File: config.mk
export PLATFORM = sky130hd
export DESIGN_NAME = cby_param_shadow
export DESIGN_NICKNAME = d
export VERILOG_FILES = /design/src/rtl/cby_param_shadow_pkg.sv /design/src/rtl/cby_route_mux.sv /design/src/rtl/cby_param_shadow.sv
export SDC_FILE = /design/constraint.sdc
export NUM_CORES = 1
export LEC_CHECK = 0
export BUFFER_PORTS_ARGS = -buffer_cell sky130_fd_sc_hd__buf_2
export CORE_MARGIN = 3
export CORE_UTILIZATION = 31
export DETAILED_ROUTE_END_ITERATION = 10
export PLACE_DENSITY = 0.7
export SYNTH_ARGS = -nofsm -noshare
export SYNTH_HDL_FRONTEND = slang
export SYNTH_HIERARCHICAL = 1
export SYNTH_SLANG_ARGS = --single-unit
File: constraint.sdc
create_clock -name prog_clk -period 3.7 [get_ports prog_clk]
set_clock_uncertainty 0.2 [all_clocks]
set_input_delay 0.185 -clock prog_clk [delete_from_list [all_inputs] [get_ports prog_clk]]
set_output_delay 0.185 -clock prog_clk [all_outputs]
set_load 0.1 [all_outputs]
File: src/rtl/cby_param_shadow_pkg.sv
// Shared width and tap-index helpers for the Y-direction connection block.
// Keeps the derived widths consistent between the top level and the mux.
package cby_param_shadow_pkg;

  function automatic int clog2_w(input int value);
    int w;
    w = 0;
    while ((1 << w) < value) w++;
    return w;
  endfunction

  function automatic int sel_width(input int mux_size);
    return clog2_w(mux_size);
  endfunction

  function automatic int cfg_bits_of(input int num_ipin, input int mux_size);
    return num_ipin * sel_width(mux_size);
  endfunction

  // The counter has to reach CFG_BITS itself, hence the +1.
  function automatic int cnt_width(input int cfg_bits);
    return clog2_w(cfg_bits + 1);
  endfunction

  function automatic int tap_index(input int i, input int j, input int tap_step, input int chan_w);
    return (i + j * tap_step) % chan_w;
  endfunction

endpackage

File: src/rtl/cby_route_mux.sv
// MUX_SIZE:1 routing mux for one grid input pin.
// An out-of-range select or a deasserted enable drives 0.
module cby_route_mux
  import cby_param_shadow_pkg::*;
#(
  parameter int MUX_SIZE = 10,
  parameter int SEL_W    = 4
) (
  input  logic [MUX_SIZE-1:0] data_in,
  input  logic [SEL_W-1:0]    sel,
  input  logic                enable,
  output logic                data_out
);

  localparam logic [SEL_W:0] SEL_LIMIT = (SEL_W + 1)'(MUX_SIZE);

  always_comb begin
    data_out = 1'b0;
    if (enable && ({1'b0, sel} < SEL_LIMIT)) begin
      data_out = data_in[sel];
    end
  end

endmodule

File: src/rtl/cby_param_shadow.sv
// Y-direction connection block: pass-through tracks plus routing muxes whose
// selects come from a shadow/active double-buffered configuration chain.
module cby_param_shadow
  import cby_param_shadow_pkg::*;
#(
  parameter int CHAN_W   = 20,
  parameter int NUM_IPIN = 1,
  parameter int MUX_SIZE = 10,
  parameter int TAP_STEP = 2
) (
  input  logic                prog_clk,
  input  logic                pReset,
  input  logic                config_enable,
  input  logic                ccff_head,
  input  logic                ccff_commit,
  input  logic [CHAN_W-1:0]   chany_bottom_in,
  input  logic [CHAN_W-1:0]   chany_top_in,
  output logic [CHAN_W-1:0]   chany_bottom_out,
  output logic [CHAN_W-1:0]   chany_top_out,
  output logic [NUM_IPIN-1:0] ipin_out,
  output logic                ccff_tail,
  output logic                cfg_loaded,
  output logic                cfg_valid,
  output logic                commit_err
);

  localparam int SEL_W    = sel_width(MUX_SIZE);
  localparam int CFG_BITS = cfg_bits_of(NUM_IPIN, MUX_SIZE);
  localparam int CNT_W    = cnt_width(CFG_BITS);
  localparam logic [CNT_W-1:0] CNT_FULL = CNT_W'(CFG_BITS);
  localparam logic [CNT_W-1:0] CNT_ONE  = CNT_W'(1);

  logic [CFG_BITS-1:0] shadow;
  logic [CFG_BITS-1:0] active;
  logic [CNT_W-1:0]    cnt;
  logic                commit_ok;

  assign chany_bottom_out = chany_top_in;
  assign chany_top_out    = chany_bottom_in;

  assign ccff_tail  = shadow[CFG_BITS-1];
  assign cfg_loaded = (cnt == CNT_FULL);
  assign commit_ok  = ccff_commit & cfg_loaded & ~config_enable;

  // Live muxes only see active, so a shift in progress never reaches ipin_out.
  always_ff @(posedge prog_clk) begin
    if (pReset) begin
      shadow     <= '0;
      active     <= '0;
      cnt        <= '0;
      cfg_valid  <= 1'b0;
      commit_err <= 1'b0;
    end else begin
      commit_err <= ccff_commit & ~commit_ok;
      if (config_enable) begin
        shadow <= (shadow << 1) | CFG_BITS'(ccff_head);
      end
      if (commit_ok) begin
        active    <= shadow;
        cnt       <= '0;
        cfg_valid <= 1'b1;
      end else if (config_enable && (cnt != CNT_FULL)) begin
        cnt <= cnt + CNT_ONE;
      end
    end
  end

  for (genvar i = 0; i < NUM_IPIN; i++) begin : g_pin
    logic [MUX_SIZE-1:0] taps;

    for (genvar j = 0; j < MUX_SIZE / 2; j++) begin : g_tap
      localparam int T = tap_index(i, j, TAP_STEP, CHAN_W);
      assign taps[2*j]   = chany_bottom_in[T];
      assign taps[2*j+1] = chany_top_in[T];
    end

    cby_route_mux #(
      .MUX_SIZE (MUX_SIZE),
      .SEL_W    (SEL_W)
    ) u_mux (
      .data_in  (taps),
      .sel      (active[i*SEL_W +: SEL_W]),
      .enable   (cfg_valid),
      .data_out (ipin_out[i])
    );
  end

endmodule

Word level (Yosys, flattened, before mapping)
Index checks and enable logic that the tools add are counted.
{"block": "op_classes", "mux": 3, "add_sub_neg": 1, "bitwise_logic": 6, "order_cmp": 2, "n_eq_ne": 2, "reduce_logical": 3}
{"cell": "4-bit by 5-bit < comparator with 1-bit output (second input constant)", "n": 1}
{"cell": "1-bit binary-select mux with 4-bit select", "n": 1}
{"cell": "4-bit < comparator (second input constant)", "n": 1}
{"cell": "4-bit by 1-bit bitwise OR with 4-bit output", "n": 1}
{"cell": "3-bit by 1-bit adder with 3-bit output (second input constant)", "n": 1}
{"cell": "1-bit bitwise AND", "n": 3}
{"cell": "3-bit == test (second input constant)", "n": 1}
{"cell": "3-bit inequality test (second input constant)", "n": 1}
{"cell": "1-bit logical AND", "n": 2}
{"cell": "1-bit 2-to-1 mux", "n": 2}
{"cell": "1-bit NOT", "n": 2}
{"cell": "2-bit OR reduction", "n": 1}
{"block": "word_totals", "elab_cells": 22, "in_bits": 45, "ff_bits": 13}

Longest topological paths before layout
Gate-level depths: netlist of run 1.
{"block": "logic_depth", "ltp_word": 5, "ltp_mapped": 5}

Cells and area by module
The synthesis of run 1 kept the hierarchy.
{"module": "cby_param_shadow", "instances": 1, "seq_area_each_um2": 260.2, "area_each_um2": 847.1, "cells_each": 93}
{"module": "cby_route_mux", "instances": 1, "seq_area_each_um2": 0.0, "area_each_um2": 96.3, "cells_each": 11}

Least setup slack after synthesis of run 1
No wires, ideal clock.
{"block": "synth_path", "path_kind": "register to output", "start": "register cfg_valid", "end": "output port ipin_out", "required_time_ps": 3315, "path_buffers": 0, "stages_incl_launch_ff": 4, "path_slack_ps": 1337, "arrival_ps": 1978, "path_cell_list": "dfxtp_1 > nand2_1 > nor4_1 > a41o_1"}
{"block": "synth_via", "elab_chain_cells": 2}
{"item": "start, declared", "line_no": "cby_param_shadow.sv:23", "rtl": "output logic cfg_valid,"}
{"item": "start signal, assigned", "line_no": "cby_param_shadow.sv:51", "rtl": "cfg_valid <= 1'b0;"}
{"item": "start signal, assigned", "line_no": "cby_param_shadow.sv:61", "rtl": "cfg_valid <= 1'b1;"}
{"item": "1-bit logical AND", "line_no": "cby_route_mux.sv:19", "rtl": "if (enable && ({1'b0, sel} < SEL_LIMIT)) begin"}
{"item": "1-bit 2-to-1 mux", "line_no": "cby_route_mux.sv:19"}
{"item": "end, declared", "line_no": "cby_param_shadow.sv:20", "rtl": "output logic [NUM_IPIN-1:0] ipin_out,"}
No other way between the ends.

Final worst setup path of run 1
{"block": "layout_path", "start": "register active[0]", "end": "output port ipin_out"}
{"block": "layout_via", "elab_chain_cells": 3, "word_cells_on_any_way": 5, "classes_between": "order compare: 1; mux: 3; reduce/logical: 1"}
{"item": "start, declared", "line_no": "cby_param_shadow.sv:34", "rtl": "logic [CFG_BITS-1:0] active;"}
{"item": "start signal, assigned", "line_no": "cby_param_shadow.sv:59", "rtl": "active <= shadow;"}
{"item": "1-bit binary-select mux with 4-bit select / 4-bit < comparator (equally long branches)", "line_no": "cby_route_mux.sv:20, cby_route_mux.sv:19"}
{"item": "1-bit 2-to-1 mux (implied by the code) / 1-bit logical AND (equally long branches)", "line_no": "cby_route_mux.sv:20, cby_route_mux.sv:19"}
{"item": "1-bit 2-to-1 mux (*)", "line_no": "cby_route_mux.sv:19"}
Every way passes the cells marked *; elsewhere a longest branch is shown, timed or not. The select of a mux whose other input is x is not followed.

==> impl_metrics.toml, run 1 <==
[placed_design]
portBuffers = 29
gp_congestion = 0.653
post-place-ws_ns = 1.65
dpl.hpwl_um = 1420
placedCellCount = 122

[clocking]
cts-htree-levels = 1
post_cts_hold_buffer_count = 2
cts_root_buffer = "clkbuf_4"
post_cts_resized = 0
postCtsSetupBuffers = 0
clkTransAtPathRegs_ns = 0.08
ctsLongestPathBuffers = 2
clk_latency_ns = 0.27
cts_buffers = 3
cts_tree = "yes"
cts_sinks = 13

[sta]
setup_slack_ns = 1.35
fin_crit_sh = 0.634
period_needed_ns = 2.35
fin_setup_tns_ns = 0
worst_slew_pin_slew_ns = 0.493
finalSetupViolCount = 0
max_freq_mhz = 426
drv_slew = 0
holdWs_ns = 0.0391
rsz0062_at_grt = "false"
maxSlewHeadroom = 0.673
finalHoldViolCount = 0

[grt]
grt_overflow_total = 0
grt_pass1_wl_um = 2600
grt_pass1_vias = 617
track_usage = 0.0925
grt_max_degree = 14
antenna_found_initial = 0

[worst_setup_path]
r2r_start = "cnt[0]"
cp.arrival_ns = 1.96
crit_chain = "mux4_2, a2bb2oi_1, a41o_1, buf_2"
r2r_cells = 5
reg2reg_to = "cnt[1]"
max_stage_delay_ns = 0.55
crit_fanout = 5
cp.required_ns = 3.31
startpoint = "active[0]"
worst_setup_path_start_kind = "register"
cp_slowest_cell = "mux4_2"
critPathKind = "register to primary output"
reg2reg_slack_ns = 2.10
endpoint_kind = "primary output"

[power_and_ir_drop]
p_sw_frac = 0.362
p_leak_nw = 0.429
p_seq_frac = 0.453
p_int_uw = 208
combPwrFrac = 0.277
power.switching_uw = 118
ir_worst_vdd_v = 0.0000869
power_per_cell_area_mw_per_mm2 = 376
pwr-share-clk = 0.271

[layout]
post-route-util = 0.306
layout-drive-gt1-share = 0.392
instances_no_fill = 128
antenna_cells = 0
nets = 145
layout-area-overhead-vs-synth_pct = -8.36

[floorplan]
ios = 90
dieHeight_um = 61.2
die_w_um = 61.2
start_util = 0.333
die_area_mm2 = 0.00374
rows = 19
core_area_mm2 = 0.00283

[run_status]
status = "finished, final reports clean"

[drt]
wl_per_cell_um = 13.5
viasPerCell = 4.80
drc_errors = 0
drt-initial-drc-count = 7
routed_wl_um = 1730
dr.pass1.iters = 4
vias = 614
ant_nets = 0

[logic_synthesis]
syn_avg_cell_area_um2 = 9.07
syn_area_um2 = 943
yosys_register_bits = 13
synth.most_common_cell = "buf_4"
synth_area_leaders = "buf_4, dfxtp_1, mux2i_1, a2111oi_2, nor2_1"
seq_area_frac_synth = 0.276
synthTopCellsByCount = "buf_4, dfxtp_1, mux2i_1"
yosys.area.top_type = "buf_4"
async_flop_share = 0
syn-num-nets = 151
synth_top_area_frac = 0.318
syn_inst = 104
synth_edf_count = 0
synth_warnings = 6
ys.flop_type = "dfxtp_1"
synth_cell_types = 24

[min_path]
worstHoldStart = "pReset"
hold_end = "active[1]"
hold_path.class = "primary input to register"
hold_depth = 2

[run]
max-cap-violations = 0
through the flow:
stage	instance area, um^2	total power [mW]
floorplan	943	0.381
global placement	818	0.237
detailed placement	818	0.240
CTS	865	0.330
global route	865	0.341
finish	865	0.325
cell type report:
| class | count | area [um^2] |
|---|---|---|
| Fill cell | 307 | 1960 |
| Multi-Input combinational cell | 44 | 355 |
| Sequential cell | 13 | 260 |
| Timing Repair Buffer | 31 | 165 |
| Tap cell | 31 | 38.8 |
| Clock buffer | 4 | 26.3 |
| Inverter | 5 | 18.8 |
layer usage:
metal	GRT usage	part of all wire	vias up	wire, um
met5	0	0	-	0
met4	0.0805	0.0058	0	10
met3	0.0273	0.13	6	233
met2	0.156	0.50	35	872
met1	0.0921	0.35	276	614
li1	-	-	297	-
worst max-delay path: cells and delay by family (launching register included):
kind	cells	cell delay, ns
buf+inv	1	0.29
flops	1	0.47
mux	1	0.55
compound gates	2	0.38
registers in the layout, summed over array words and instances, names as in the netlist:
name	count
active	4
cfg_valid	1
cnt	3
commit_err	1
shadow	4
worst max path at each step:
stage | endpoint | slack [ns] | cells after the start
final | ipin_out | 1.35 | 4
after detailed placement | ipin_out | 1.65 | 4
after CTS | ipin_out | 1.34 | 4
after global placement | ipin_out | 1.69 | 4
after global routing | ipin_out | 1.26 | 4
after floorplan | ipin_out | 1.34 | 3
cell families after synthesis:
kind of cell | after synthesis | synth area share
fa+ha+maj | 2 | 0.0265
compound gates | 9 | 0.0782
buf+inv | 47 | 0.347
flops | 13 | 0.276
simple gates | 21 | 0.131
mux | 12 | 0.141
layout by cell type, fill, tap and decap left out, drive strengths merged, types with 2 or more instances in the layout:
| master | Yosys | routed |
|---|---|---|
| nand4b | 2 | 2 |
| clkbuf | 1 | 4 |
| inv | 5 | 5 |
| and3b | 2 | 2 |
| a2111oi | 2 | 2 |
| ha | 2 | 2 |
| dlygate4sd3 | 0 | 2 |
| nand2 | 3 | 3 |
| nand3 | 2 | 2 |
| a21oi | 4 | 4 |
| nor2 | 8 | 8 |
| mux2i | 11 | 11 |
| dfxtp | 13 | 13 |
| buf | 41 | 29 |
power by group through the flow:
stage | Combinational (mW) | Sequential, mW | Clock [mW]
after global routing | 0.0965 | 0.148 | 0.0965
after global placement | 0.0869 | 0.150 | 0
final | 0.0901 | 0.147 | 0.0880
after detailed placement | 0.0892 | 0.151 | 0
after CTS | 0.0909 | 0.147 | 0.0918
after floorplan | 0.226 | 0.155 | 0
Power figures use the tool's default switching activity.
==> run 2: changes to the inputs <==
==> constraint.sdc (replaced) <==
create_clock -name prog_clk -period 2.45 [get_ports prog_clk]
set_clock_uncertainty 0.2 [all_clocks]
set_input_delay 0.1225 -clock prog_clk [delete_from_list [all_inputs] [get_ports prog_clk]]
set_output_delay 0.1225 -clock prog_clk [all_outputs]
set_load 0.1 [all_outputs]
==> run 2 against run 1 <==
Compared with the run above: sequential power increased by 51%; wire length decreased by 4.4%; sequential cell count unchanged; first-iteration DRC count increased by 43%; count of clock-buffer cells in the layout unchanged; power increased by 50%; cell area increased by 2.3%; combinational power increased by 53%; via count decreased by 1.6%; global-route usage decreased by 0.074 points; critical path depth unchanged; final cell count increased by 1.6%; critical endpoint unchanged.
==> impl_metrics.toml, run 2 (synthesized netlist as in run 1, its figures left out) <==
[run_status]
status = "finished, final reports clean"

[layout]
layout-drive-gt1-share = 0.384
nets = 147
antenna_cells = 0
fillers = 302
layout-area-overhead-vs-synth_pct = -6.23
top_regs = "active (4), shadow (4), cnt (3)"
instances_no_fill = 130
ff_latch_area_um2 = 260
final_area_um2 = 885
final_cell_mix = "buf_2, dfxtp_1, mux2i_1, nor2_1, inv_1"
multiInputGateArea_um2 = 355
post-route-util = 0.313
layout_commonest_cell = "buf_2"

[sta]
holdWs_ns = 0.0450
fin_setup_tns_ns = 0
period_needed_ns = 2.27
finalSetupViolCount = 0
fin_crit_sh = 0.926
drv_slew = 0
maxSlewHeadroom = 0.676
setup_slack_ns = 0.181
max_freq_mhz = 441
rsz0062_at_grt = "false"
worst_slew_pin_slew_ns = 0.490
finalHoldViolCount = 0

[drt]
vias = 604
viasPerCell = 4.65
drt-initial-drc-count = 10
routed_wl_um = 1650
drc_errors = 0
dr.pass1.iters = 4
wl_per_cell_um = 12.7
ant_nets = 0

[worst_setup_path]
reg2reg_to = "cnt[0]"
max_stage_delay_ns = 0.54
r2r_cells = 5
crit_chain = "mux4_2, a2bb2oi_1, a41o_1, buf_2"
crit_fanout = 5
worst_setup_path_start_kind = "register"
cp.required_ns = 2.13
critPathKind = "register to primary output"
cp.arrival_ns = 1.95
reg2reg_slack_ns = 0.85
r2r_start = "cnt[0]"
endpoint_kind = "primary output"
cp_slowest_cell = "mux4_2"

[min_path]
hold_end = "chany_top_out[14]"
hold_depth = 0
worstHoldStart = "chany_bottom_in[14]"
hold_path.class = "primary input to primary output"

[placed_design]
dpl.hpwl_um = 1340
dpl_cell_area_um2 = 818
portBuffers = 29
post-place-ws_ns = 0.467
gp_congestion = 0.637
placedCellCount = 122

[clocking]
cts_sinks = 13
cts_buffers = 3
cts_root_buffer = "clkbuf_4"
clk_latency_ns = 0.27
cts_tree = "yes"
cts-htree-levels = 1
ctsLongestPathBuffers = 2
postCtsSetupBuffers = 0
clkTransAtPathRegs_ns = 0.07

[floorplan]
dieHeight_um = 61.2
die_w_um = 61.2
rows = 19
core_area_mm2 = 0.00283
die_area_mm2 = 0.00374
ios = 90
start_util = 0.333

[power_and_ir_drop]
ir_worst_vdd_v = 0.000207
p_leak_nw = 0.440
power_per_cell_area_mw_per_mm2 = 551
power_uw = 487

[grt]
grt_pass1_vias = 601
grt_pass1_wl_um = 2550
grt_overflow_total = 0
antenna_found_initial = 0
track_usage = 0.0917
grt_max_degree = 14

[run]
max-cap-violations = 0
[run 2: cell types whose count changed in the layout (fill, tap and decap cells not counted), sizes merged]
cell / delta
dlygate4sd3: +2
[run 2: critical path: cells and delay by family, from the launching register on]
family / cells / cell delay [ns]
compound gates: 2 / 0.38
mux: 1 / 0.54
flops: 1 / 0.47
buf+inv: 1 / 0.29
[run 2: area by class of cell]
type                            count  share of cell area
Clock buffer                        4              0.0297
Inverter                            5              0.0212
Sequential cell                    13               0.294
Tap cell                           31              0.0438
Timing Repair Buffer               33               0.209
Multi-Input combinational cell     44               0.402
[run 2: worst max path at each step]
| stage | startpoint | endpoint | cells after the start |
|---|---|---|---|
| after global routing | active[0] | ipin_out | 4 |
| after detailed placement | active[0] | ipin_out | 4 |
| after CTS | active[0] | ipin_out | 4 |
| final | active[0] | ipin_out | 4 |
| after global placement | active[0] | ipin_out | 4 |
| after floorplan | cfg_valid | ipin_out | 3 |
[run 2: where the power goes]
part / switching (mW) / leakage (nW) / internal (mW)
sequential: 0.00494 / 0.106 / 0.217
combinational: 0.103 / 0.319 / 0.0357
clock: 0.0638 / 0.0150 / 0.0631
total: 0.171 / 0.440 / 0.316
[run 2: layer usage]
| layer | part of all wire | track usage | vias up | routed length (um) |
|---|---|---|---|---|
| met4 | 0.022 | 0.0805 | 0 | 37 |
| li1 | - | - | 300 | - |
| met5 | 0 | 0 | - | 0 |
| met1 | 0.36 | 0.0987 | 261 | 590 |
| met2 | 0.49 | 0.140 | 35 | 817 |
| met3 | 0.13 | 0.0335 | 8 | 209 |
[run 2: what timing repair did]
action	4_1_cts	5_1_grt
endpoints found under the hold margin	12	0
hold buffers	4	0
resized for setup	0	0
==> run 3: changes to the inputs <==
--- a/config.mk
+++ b/config.mk
@@ -5,11 +5,13 @@
 export SDC_FILE = /design/constraint.sdc
 export NUM_CORES = 1
 export LEC_CHECK = 0
+export ABC_CLOCK_PERIOD_IN_PS = 2450
 export BUFFER_PORTS_ARGS = -buffer_cell sky130_fd_sc_hd__buf_2
 export CORE_MARGIN = 3
 export CORE_UTILIZATION = 31
 export DETAILED_ROUTE_END_ITERATION = 10
 export PLACE_DENSITY = 0.7
+export REMOVE_ABC_BUFFERS = 1
 export SYNTH_ARGS = -nofsm -noshare
 export SYNTH_HDL_FRONTEND = slang
 export SYNTH_HIERARCHICAL = 1
==> run 3 against run 2 <==
Compared with the run above: fmax about the same; core utilization is the same; cell area is the same; non-clock buffer count stayed put; sequential cell count did not move; critical endpoint unchanged; largest cell class unchanged; largest power group unchanged.
==> impl_metrics.toml, run 3 (synthesized netlist as in run 1, its figures left out) <==
[min_path]
hold_path.class = "primary input to primary output"
hold_depth = 0

[placed_design]
post-place-ws_ns = 0.460
portBuffers = 29
dpl_cell_area_um2 = 818
dpl.hpwl_um = 2020
gp_congestion = 0.660

[clocking]
cts_sinks = 13
cts_buffers = 3
clkTransAtPathRegs_ns = 0.07
cts_tree = "yes"
postCtsSetupBuffers = 0
cts_root_buffer = "clkbuf_4"
clk_latency_ns = 0.26
ctsLongestPathBuffers = 2
cts-htree-levels = 1

[layout]
top_regs = "active (4), shadow (4), cnt (3)"
layout-drive-gt1-share = 0.384
final_cell_mix = "buf_2, dfxtp_1, mux2i_1, nor2_1, inv_1"
final_area_um2 = 885
antenna_cells = 0
post-route-util = 0.313
layout_commonest_cell = "buf_2"
layout-area-overhead-vs-synth_pct = -6.23
nets = 147

[grt]
globalRouteMet1Util = 0.159
antenna_found_initial = 0
track_usage = 0.133
grt_pass1_vias = 640
grt_max_degree = 14
top_usage_layer = "met1"
grt_use_met3 = 0.126
grt_overflow_total = 0
met2_usage = 0.159
grt_pass1_wl_um = 3410

[power_and_ir_drop]
ir_worst_vdd_v = 0.000133
power_per_cell_area_mw_per_mm2 = 549
p_leak_nw = 0.440

[run]
max-cap-violations = 0

[floorplan]
ios = 90
dieHeight_um = 61.2
core_area_mm2 = 0.00283
die_w_um = 61.2
start_util = 0.333
rows = 19
die_area_mm2 = 0.00374

[worst_setup_path]
crit_fanout = 5
cp_slowest_cell = "mux4_2"
r2r_cells = 5
crit_chain = "mux4_2, a2bb2oi_1, a41o_1, buf_2"
critPathKind = "register to primary output"
cp.required_ns = 2.13
max_stage_delay_ns = 0.54
endpoint_kind = "primary output"
cp.arrival_ns = 1.95
worst_setup_path_start_kind = "register"

[drt]
viasPerCell = 5.18
wl_per_cell_um = 19.3
drt-initial-drc-count = 20
dr.pass1.iters = 4
vias = 674
ant_nets = 0
routed_wl_um = 2510
drc_errors = 0

[sta]
finalHoldViolCount = 0
fin_setup_tns_ns = 0
maxSlewHeadroom = 0.676
setup_slack_ns = 0.179
period_needed_ns = 2.27
worst_slew_pin_slew_ns = 0.489
rsz0062_at_grt = "false"
finalSetupViolCount = 0
fin_crit_sh = 0.927
drv_slew = 0
max_freq_mhz = 440

[run_status]
status = "finished, final reports clean"
## run 3: cell counts in the layout (fill, tap and decap cells not counted)
Identical to the previous run, type by type.
## run 3: path summary, 6_finish.rpt
check                                 startpoint                    to  slack [ns]
worst max-delay path                   active[0]              ipin_out        0.18
worst min-delay path            chany_top_in[16]  chany_bottom_out[16]        0.05
worst max register to register            cnt[0]                cnt[0]        0.84
worst min register to register         cfg_valid             cfg_valid        0.29
## run 3: through the flow
stage,hold WS (ns),instances,power [mW]
3_3_place_gp,0.0466,122,0.358
2_1_floorplan,-0.00864,62,0.263
3_5_place_dp,0.0466,122,0.362
6_report,0.0458,130,0.486
5_1_grt,0.0457,130,0.505
4_1_cts,0.0466,130,0.493
## run 3: layout make-up
| cell class | count | area, um^2 |
|---|---|---|
| clock buffer | 4 | 26.3 |
| multi-input combinational | 44 | 355 |
| inverter | 5 | 18.8 |
| fill | 285 | 1940 |
| timing repair buffer | 33 | 185 |
| tap | 31 | 38.8 |
| sequential | 13 | 260 |
## run 3: metal layers
| layer | vias to the layer above | routed length (um) |
|---|---|---|
| met3 | 2 | 498 |
| met4 | 0 | 19 |
| li1 | 301 | - |
| met2 | 69 | 938 |
| met1 | 302 | 1060 |
| met5 | - | 0 |
## run 3: timing repair
item                       CTS  global route
hold endpoints to repair    11             0
hold buffers                 4             0
gates resized for setup      0             0
setup endpoints to repair    0             0
## run 3: critical path, delay by kind of cell, from the launching register on
family / cells / cell delay [ns]
muxes: 1 / 0.54
buffers and inverters: 1 / 0.29
AOI/OAI and AO/OA: 2 / 0.37
DFF: 1 / 0.48
## run 3: report_power, final
part,total [mW],leakage (nW),switching [mW],internal [mW]
Combinational,0.139,0.319,0.103,0.0356
Sequential,0.222,0.106,0.00491,0.217
Clock,0.124,0.0150,0.0615,0.0629
Total,0.486,0.440,0.170,0.316
